<file path="config.mk">
export PLATFORM = sky130hd
export DESIGN_NAME = muldiv_unit_flat
export DESIGN_NICKNAME = d
export VERILOG_FILES = /design/src/rtl/muldiv_unit_pkg.sv /design/src/rtl/muldiv_unit_if.sv /design/src/rtl/muldiv_cond_negate.sv /design/src/rtl/muldiv_unit.sv /design/src/flat_wrapper.sv
export SDC_FILE = /design/constraint.sdc
export NUM_CORES = 1
export LEC_CHECK = 0
export ABC_CLOCK_PERIOD_IN_PS = 6300
export CAP_MARGIN = 0
export CELL_PAD_IN_SITES_DETAIL_PLACEMENT = 0
export CELL_PAD_IN_SITES_GLOBAL_PLACEMENT = 2
export CORE_ASPECT_RATIO = 0.75
export CORE_MARGIN = 10
export CORE_UTILIZATION = 36
export CTS_CLUSTER_SIZE = 10
export DETAILED_ROUTE_END_ITERATION = 8
export GPL_ROUTABILITY_DRIVEN = 0
export GPL_TIMING_DRIVEN = 0
export PLACE_DENSITY = 0.94
export SETUP_SLACK_MARGIN = 0.1
export SLEW_MARGIN = 40
export SYNTH_ARGS = -nofsm -noshare
export SYNTH_HDL_FRONTEND = slang
export SYNTH_SLANG_ARGS = --single-unit
</file>
<file path="constraint.sdc">
create_clock -name clk -period 6.3 [get_ports clk]
set_input_delay 1.26 -clock clk [delete_from_list [all_inputs] [get_ports clk]]
set_output_delay 1.26 -clock clk [all_outputs]
set_load 0.03 [all_outputs]
</file>
<file path="src/rtl/muldiv_unit_pkg.sv">
// Shared op codes and FSM states for the iterative multiply/divide unit.
// Signed ops are enabled by defining MULDIV_SIGNED_EN.
package muldiv_unit_pkg;

  localparam logic [1:0] MD_MULTU = 2'b00;
  localparam logic [1:0] MD_MULT  = 2'b01;
  localparam logic [1:0] MD_DIVU  = 2'b10;
  localparam logic [1:0] MD_DIV   = 2'b11;

  typedef enum logic [1:0] {
    MD_IDLE,
    MD_MUL,
    MD_DIV_S,
    MD_FIXUP
  } md_state_e;

  function automatic logic md_is_div(input logic [1:0] op);
    return op[1];
  endfunction

endpackage

</file>
<file path="src/rtl/muldiv_unit_if.sv">
// Request/result bundle between the control path and the muldiv unit.
// Used with MULDIV_SIGNED_EN on or off; the bundle is identical.
interface muldiv_unit_if #(
  parameter int WIDTH = 32
);
  logic             start;
  logic [1:0]       op;
  logic [WIDTH-1:0] a;
  logic [WIDTH-1:0] b;
  logic             hi_we;
  logic             lo_we;
  logic [WIDTH-1:0] wdata;
  logic             busy;
  logic             done;
  logic             div_zero;
  logic [WIDTH-1:0] hi;
  logic [WIDTH-1:0] lo;

  modport master (
    output start, op, a, b, hi_we, lo_we, wdata,
    input  busy, done, div_zero, hi, lo
  );

  modport slave (
    input  start, op, a, b, hi_we, lo_we, wdata,
    output busy, done, div_zero, hi, lo
  );
endinterface

</file>
<file path="src/rtl/muldiv_cond_negate.sv">
// Conditional two's-complement negate, used for operand abs and result fixup.
// Only instantiated when MULDIV_SIGNED_EN is defined.
module muldiv_cond_negate #(
  parameter int W = 32
) (
  input  logic [W-1:0] in_i,
  input  logic         neg_i,
  output logic [W-1:0] out_o
);

  assign out_o = neg_i ? -in_i : in_i;

endmodule

</file>
<file path="src/rtl/muldiv_unit.sv">
// Radix-2 iterative mul/div with HI/LO registers: WIDTH iterations + fixup.
// Define MULDIV_SIGNED_EN to make op 01/11 signed.
module muldiv_unit
  import muldiv_unit_pkg::*;
#(
  parameter int WIDTH = 32
) (
  input logic clk,
  input logic reset,
  muldiv_unit_if.slave bus
);

  localparam int CW = $clog2(WIDTH) + 1;
  localparam logic [CW-1:0] LAST = CW'(WIDTH - 1);

  md_state_e          state_q, state_d;
  logic [CW-1:0]      cnt_q, cnt_d;
  logic [2*WIDTH-1:0] prod_q, prod_d;
  logic [WIDTH-1:0]   opnd_q, opnd_d;
  logic [WIDTH-1:0]   hi_q, hi_d;
  logic [WIDTH-1:0]   lo_q, lo_d;
  logic               isdiv_q, isdiv_d;
  logic               done_q, done_d;
  logic               dz_q, dz_d;

  logic [WIDTH-1:0]   a_abs, b_abs;
  logic [2*WIDTH-1:0] prod_fix;
  logic [WIDTH-1:0]   quo_fix, rem_fix;

  logic [WIDTH:0]     mul_sum;
  logic [WIDTH:0]     div_sh;
  logic [WIDTH:0]     div_dif;
  logic               div_ge;

`ifdef MULDIV_SIGNED_EN
  logic sa, sb;
  logic negq_q, negr_q;

  assign sa = bus.op[0] & bus.a[WIDTH-1];
  assign sb = bus.op[0] & bus.b[WIDTH-1];

  always_ff @(posedge clk) begin
    if (reset) begin
      negq_q <= 1'b0;
      negr_q <= 1'b0;
    end else if (state_q == MD_IDLE && bus.start) begin
      negq_q <= sa ^ sb;
      negr_q <= sa;
    end
  end

  muldiv_cond_negate #(.W(WIDTH)) u_abs_a (
    .in_i (bus.a),
    .neg_i(sa),
    .out_o(a_abs)
  );

  muldiv_cond_negate #(.W(WIDTH)) u_abs_b (
    .in_i (bus.b),
    .neg_i(sb),
    .out_o(b_abs)
  );

  muldiv_cond_negate #(.W(2*WIDTH)) u_fix_p (
    .in_i (prod_q),
    .neg_i(negq_q),
    .out_o(prod_fix)
  );

  muldiv_cond_negate #(.W(WIDTH)) u_fix_q (
    .in_i (prod_q[WIDTH-1:0]),
    .neg_i(negq_q),
    .out_o(quo_fix)
  );

  muldiv_cond_negate #(.W(WIDTH)) u_fix_r (
    .in_i (prod_q[2*WIDTH-1:WIDTH]),
    .neg_i(negr_q),
    .out_o(rem_fix)
  );
`else
  assign a_abs    = bus.a;
  assign b_abs    = bus.b;
  assign prod_fix = prod_q;
  assign quo_fix  = prod_q[WIDTH-1:0];
  assign rem_fix  = prod_q[2*WIDTH-1:WIDTH];
`endif

  // prod_q: mul = {partial, multiplier}; div = {remainder, dividend/quotient}
  assign mul_sum = {1'b0, prod_q[2*WIDTH-1:WIDTH]}
                 + {1'b0, opnd_q};
  assign div_sh  = {prod_q[2*WIDTH-1:WIDTH], prod_q[WIDTH-1]};
  assign div_ge  = div_sh >= {1'b0, opnd_q};
  assign div_dif = div_sh - {1'b0, opnd_q};

  always_comb begin
    state_d = state_q;
    cnt_d   = cnt_q;
    prod_d  = prod_q;
    opnd_d  = opnd_q;
    hi_d    = hi_q;
    lo_d    = lo_q;
    isdiv_d = isdiv_q;
    done_d  = 1'b0;
    dz_d    = dz_q;
    unique case (state_q)
      MD_IDLE: begin
        if (bus.start) begin
          isdiv_d = md_is_div(bus.op);
          cnt_d   = '0;
          if (md_is_div(bus.op)) begin
            opnd_d  = b_abs;
            prod_d  = {{WIDTH{1'b0}}, a_abs};
            state_d = MD_DIV_S;
          end else begin
            opnd_d  = a_abs;
            prod_d  = {{WIDTH{1'b0}}, b_abs};
            state_d = MD_MUL;
          end
        end else begin
          if (bus.hi_we) hi_d = bus.wdata;
          if (bus.lo_we) lo_d = bus.wdata;
        end
      end
      MD_MUL: begin
        if (prod_q[0]) begin
          prod_d = {mul_sum, prod_q[WIDTH-1:1]};
        end else begin
          prod_d = {1'b0, prod_q[2*WIDTH-1:1]};
        end
        cnt_d = cnt_q + CW'(1);
        if (cnt_q == LAST) state_d = MD_FIXUP;
      end
      MD_DIV_S: begin
        if (div_ge) begin
          prod_d = {div_dif[WIDTH-1:0], prod_q[WIDTH-2:0], 1'b1};
        end else begin
          prod_d = {div_sh[WIDTH-1:0], prod_q[WIDTH-2:0], 1'b0};
        end
        cnt_d = cnt_q + CW'(1);
        if (cnt_q == LAST) state_d = MD_FIXUP;
      end
      MD_FIXUP: begin
        done_d  = 1'b1;
        state_d = MD_IDLE;
        dz_d    = isdiv_q && (opnd_q == '0);
        if (isdiv_q) begin
          hi_d = rem_fix;
          lo_d = (opnd_q == '0) ? '1 : quo_fix;
        end else begin
          hi_d = prod_fix[2*WIDTH-1:WIDTH];
          lo_d = prod_fix[WIDTH-1:0];
        end
      end
      default: state_d = MD_IDLE;
    endcase
  end

  always_ff @(posedge clk) begin
    if (reset) begin
      state_q <= MD_IDLE;
      cnt_q   <= '0;
      prod_q  <= '0;
      opnd_q  <= '0;
      hi_q    <= '0;
      lo_q    <= '0;
      isdiv_q <= 1'b0;
      done_q  <= 1'b0;
      dz_q    <= 1'b0;
    end else begin
      state_q <= state_d;
      cnt_q   <= cnt_d;
      prod_q  <= prod_d;
      opnd_q  <= opnd_d;
      hi_q    <= hi_d;
      lo_q    <= lo_d;
      isdiv_q <= isdiv_d;
      done_q  <= done_d;
      dz_q    <= dz_d;
    end
  end

  assign bus.busy     = (state_q != MD_IDLE);
  assign bus.done     = done_q;
  assign bus.div_zero = dz_q;
  assign bus.hi       = hi_q;
  assign bus.lo       = lo_q;

endmodule

</file>
<file path="src/flat_wrapper.sv">
// flat-port wrapper written by rule: the top's interface ports become plain ports
module muldiv_unit_flat import muldiv_unit_pkg::*;
#(
  parameter int WIDTH = 32
)
  (clk, reset, bus_start, bus_op, bus_a, bus_b, bus_hi_we, bus_lo_we, bus_wdata, bus_busy, bus_done, bus_div_zero, bus_hi, bus_lo);
  muldiv_unit_if #(.WIDTH(WIDTH)) bus_i ();
  input logic clk;
  input logic reset;
  input wire logic [$bits(bus_i.start)-1:0] bus_start;
  input wire logic [$bits(bus_i.op)-1:0] bus_op;
  input wire logic [$bits(bus_i.a)-1:0] bus_a;
  input wire logic [$bits(bus_i.b)-1:0] bus_b;
  input wire logic [$bits(bus_i.hi_we)-1:0] bus_hi_we;
  input wire logic [$bits(bus_i.lo_we)-1:0] bus_lo_we;
  input wire logic [$bits(bus_i.wdata)-1:0] bus_wdata;
  output wire logic [$bits(bus_i.busy)-1:0] bus_busy;
  output wire logic [$bits(bus_i.done)-1:0] bus_done;
  output wire logic [$bits(bus_i.div_zero)-1:0] bus_div_zero;
  output wire logic [$bits(bus_i.hi)-1:0] bus_hi;
  output wire logic [$bits(bus_i.lo)-1:0] bus_lo;
  assign bus_i.start = bus_start;
  assign bus_i.op = bus_op;
  assign bus_i.a = bus_a;
  assign bus_i.b = bus_b;
  assign bus_i.hi_we = bus_hi_we;
  assign bus_i.lo_we = bus_lo_we;
  assign bus_i.wdata = bus_wdata;
  assign bus_busy = bus_i.busy;
  assign bus_done = bus_i.done;
  assign bus_div_zero = bus_i.div_zero;
  assign bus_hi = bus_i.hi;
  assign bus_lo = bus_i.lo;
  muldiv_unit #(.WIDTH(WIDTH)) u_core (.clk(clk), .reset(reset), .bus(bus_i));
endmodule
</file>
### Yosys cells after proc, flatten, opt, wreduce, memory -nomap -nowiden

Cells that the tools add are included.

* bits in registers: 171
* bits in latches: 0
* memory bits (writable): 0
* ROM bits: 0
* bits of input ports: 103
* output and inout bits: 67
* logic and storage cells: 57
* memories kept: 0

* add/sub/neg operators: 3
* multipliers: 0
* divide/modulo/power cells: 0
* magnitude comparators: 1
* equal/unequal tests: 9
* shift-type cells: 0
* muxes and demuxes: 21
* bitwise operators: 0
* reductions and logical operators: 14

Operators with widths (number)
* 32-bit two-way mux: 8
* 64-bit two-way mux: 3
* 64-bit case mux with 3 select lines: 1
* 32-bit case mux with 2 select lines: 2
* 32-bit by 32-bit adder with 33-bit output: 1
* 33-bit by 32-bit greater-or-equal comparator with 1-bit output: 1
* 32-bit zero test: 1
* 32-bit subtractor: 1
* 6-bit case mux with 2 select lines: 1
* 2-bit != test (second input constant): 4
* 2-bit AND reduction: 4
* 6-bit by 1-bit adder with 6-bit output (second input constant): 1
* 6-bit by 5-bit equality test with 1-bit output (second input constant): 1
* 2-bit two-way mux: 3
* 6-bit two-way mux: 1
* 2-bit case mux with 3 select lines: 1
* 3-bit AND reduction: 2
* 2-bit nonzero test: 3
* 2-bit equality test (second input constant): 2
* 3-bit nonzero test: 1
* 2-bit by 1-bit equality test with 1-bit output (second input constant): 1
* 2-bit zero test: 1
* 2-bit by 1-bit != test with 1-bit output (second input constant): 1
* 2-bit OR reduction: 1
* 2 further kinds: 2

### Depth between registers and ports, before layout

* depth in word-level cells: 4
* gate-level depth with buffers: 14
* depth with buffers taken out: 13

### Worst setup path before layout

OpenSTA, ideal clock, no wires.

* path type: input to register
* start: input port bus_start
* end: register u_core.prod_q[59] (netlist: u_core.prod_fix[59])
* setup time: 120 ps
* data arrival time: 2753 ps
* data required time: 6180 ps
* slack: 3427 ps
* cell stages on the path: 8
* path buffers: 0
* cell sequence: nand2b_1 -> nand3_1 -> nor2_1 -> nand2_1 -> nor2_1 -> a22o_1 -> a221o_1 -> a211o_1

* word-level cells in the longest chain between the ends: 2

RTL lines
* start: declaration: line flat_wrapper.sv:10 `input wire logic [$bits(bus_i.start)-1:0] bus_start;`
* 2-bit != test (no source line)
* 2-bit AND reduction (no source line)
* end signal: assignment: line muldiv_unit.sv:173 `prod_q <= prod_d;`
* end: declaration: line muldiv_unit.sv:18 `logic [2*WIDTH-1:0] prod_q, prod_d;`

Every way passes these cells.
A chain may end at the register's enable or synchronous reset.

### Worst setup path after layout

* start: input port bus_start
* end: register u_core.prod_q[55] (netlist: u_core.prod_fix[55])

Same word-level chain as after synthesis.

==> metrics.txt <==
Post-Syn Area per Cell 8.03 sq um; Yosys Warn Count 0; CTS tree done; setup bufs post-CTS 0; Least-Margin Pin Slew 0.906 ns; peak supply drop 0.157 mV; Setup crit start kind input port; Leak 5.83 nW; synthesized flop and latch total 171; power share of the combinational group 50.0%; Iteration-0 DRC Markers 1480; Power per Cell Area 390 nW/um^2; count of flip-flops with a built-in enable after synthesis 0; Primary FF master, synth dfxtp_1; DR WL/cell 23.1 um; Area Growth Syn to Fin 24.0%; register share of total power 28.6%; Initial DRT Pass Iterations 5; post_cts resized 0; Core ar. 32700 sq um; outcome finished, final reports clean; final wirelength 49400 um; relative slew slack 38.7%; footprint of the multi-input gates 7970 sq um; Mapped Cells 1503; first-pass GRT wire length 74600 um; fin. max-slew vios 0; CP Capture Type flop; clock network fraction of total power 21.4%; DR vias/cell 5.95; ys async rst share 0%; filler instances 3268; Die H 179 um; I/O pin cnt 170; Max Fclk 254 MHz; final number of hold-violating endpoints 0; P_int 3.17 mW; antenna cells 0; Setup Viol. Count Final 0; Switch Pwr 2.68 mW; Critical Path RT 6.67 ns; # H-tree levels 4; antenna violations before repair 1; final core area utilization 45.7%; Setup TNS 0 ns; Crit Path Max Fanout 10; Syn Nets 1678; Max clock buf depth 2; via count 12700; maxcap violations 0; Clock transition at path regs 0.07 ns; Final nets 1863; Design Power 5.84 mW; initial core utilization 36.9%; crit share post-route 62.6%; Setup WS pre-CTS 2.04 ns; CTS Root Cell clkbuf_16; hpwl dp 40000 um; total gr overflow 0; Crit Path Class in2reg; post-route DRC violation count 0; Routed Antenna Nets 0; Sw Ratio 45.8%; Post-Layout Cell Count 2143; # clock sinks 171; RSZ-0062 raised after global routing no; Port-buffer cells 166; Hold Crit Class reg2reg; CTS buffer count 17; largest net degree at the start of global routing 17; PnR worst setup slack 2.36 ns; row count 57; Cell Area, Synth 12100 sq um; fraction of layout cells with a size suffix above 1 4.64%; CTS Hold Bufs 0; final worst path period need 3.94 ns; cell total after placement 2111; Die W 231 um; Unique masters post-synth 79; crit path DAT 4.32 ns; Clock Skew 0.0140 ns; post-synthesis sequential area ratio 28.4%; sequential cell area 3420 sq um; Clk Latency, worst-skew pair 0.45 ns; Total Routing Usage GR 23.4%; vias in the first global route 12100; DIE AREA 41300 sq um
[final timing paths]
path / startpoint / endpoint / slack, ns / depth (start not counted)
hold / removal: u_core.bus.div_zero / u_core.bus.div_zero / 0.49 / 2
setup / recovery: bus_start / u_core.prod_fix[55] / 2.36 / 10
hold reg to reg: u_core.bus.div_zero / u_core.bus.div_zero / 0.49 / 2
setup reg to reg: u_core.prod_fix[32] / u_core.prod_fix[61] / 2.67 / 12
[metrics by stage]
stage	area (sq um)	hold slack (ns)
final	15000	0.490
after global routing	15000	0.519
after CTS	15000	0.493
after detailed placement	14300	0.481
after global placement	14300	0.477
after floorplan	12100	0.452
[critical path: stages]
cell	delay (ns)
clkdlybuf4s50_1	0.51
nand2b_1	0.30
nand3_1	0.19
nor2_1	0.42
nand2_1	0.41
nor2_1	0.81
a22oi_1	0.13
o21ai_0	0.13
a21oi_1	0.06
o21ai_0	0.10
[power groups by stage]
stage                     Sequential, mW  Clock [mW]  Combinational (mW)
after global placement              1.68           0                2.82
after global routing                1.71        1.30                3.18
after detailed placement            1.68           0                2.85
after CTS                           1.66        1.26                2.87
final                               1.67        1.25                2.92
after floorplan                     1.76           0                1.77
[cells in the mapped netlist (4+ instances only)]
| cell | number | area (sq um) |
|---|---|---|
| o21ai_0 | 37 | 185 |
| buf_1 | 27 | 101 |
| nor2b_1 | 38 | 238 |
| a211oi_1 | 103 | 773 |
| nor3_1 | 14 | 70.1 |
| mux2i_1 | 87 | 871 |
| a21o_1 | 40 | 300 |
| dfxtp_1 | 171 | 3420 |
| nand2_1 | 64 | 240 |
| o221ai_1 | 10 | 87.6 |
| nor4_1 | 7 | 43.8 |
| a21oi_2 | 4 | 35.0 |
| a22oi_1 | 11 | 82.6 |
| o21bai_1 | 6 | 45.0 |
| and2_1 | 5 | 31.3 |
| xor2_1 | 21 | 184 |
| a31oi_1 | 9 | 56.3 |
| clkbuf_1 | 79 | 297 |
| a22o_1 | 4 | 35.0 |
| nor2_1 | 192 | 721 |
| a311oi_1 | 34 | 298 |
| nand4_1 | 23 | 144 |
| or3_1 | 5 | 31.3 |
| a21oi_1 | 171 | 856 |
| a211o_1 | 4 | 35.0 |
| o21ai_1 | 13 | 65.1 |
| a221o_1 | 7 | 70.1 |
| a221oi_1 | 33 | 289 |
| mux2_2 | 5 | 56.3 |
| and3_1 | 4 | 25.0 |
| inv_1 | 54 | 203 |
| a2bb2oi_1 | 4 | 35.0 |
| buf_2 | 6 | 30.0 |
| o21a_1 | 9 | 67.6 |
| ha_1 | 70 | 876 |
| o211ai_1 | 10 | 75.1 |
| xnor2_1 | 31 | 272 |
| nand2b_1 | 7 | 43.8 |
| nand3_1 | 21 | 105 |
[area by class of cell]
cell class                 instances  area share (%)
buffer                           116            3.18
clock buffer                      20            2.98
clock inverter                    12            1.54
inverter                          54            1.35
multi-input combinational       1162            53.3
sequential                       171            22.9
tap                              442            3.70
timing repair buffer             166            11.1
[sequential cells by signal, summed over array words and instances (netlist names)]
name,count
u_core.prod_fix,64
u_core.bus.hi,32
u_core.bus.lo,32
u_core.opnd_q,32
u_core.cnt_q,6
u_core.state_q,2
u_core.bus.div_zero,1
u_core.bus.done,1
u_core.isdiv_q,1
[cell families after synthesis]
kind of cell,Yosys count,synth area share [%]
compound gates,546,31.6
xor+xnor,52,3.77
fa+ha+maj,72,7.59
buf+inv,170,5.57
flops,171,28.4
mux,95,7.96
simple gates,397,15.2
[layout by cell type, fill, tap and decap left out, types with 26 or more instances in the layout]
cell type and instances:
xnor2_1 31, dfxtp_1 171, clkbuf_1 77, buf_1 26, o21ai_0 37, nand2_1 64
mux2i_1 87, nor2_1 192, a311oi_1 34, nor2b_1 38, inv_1 54, a21o_1 40
clkdlybuf4s50_1 166, a211oi_1 103, ha_1 70, a221oi_1 33, a21oi_1 171
[layer usage]
layer	vias up	wire [um]	global-route usage, %	part of all wire (%)
li1	5988	-	-	-
met1	6134	23800	33.3	48
met2	552	20600	34.1	42
met3	70	3900	5.48	7.9
met4	2	1080	6.64	2.2
met5	-	13	0	0.026
Power figures use the tool's default switching activity.
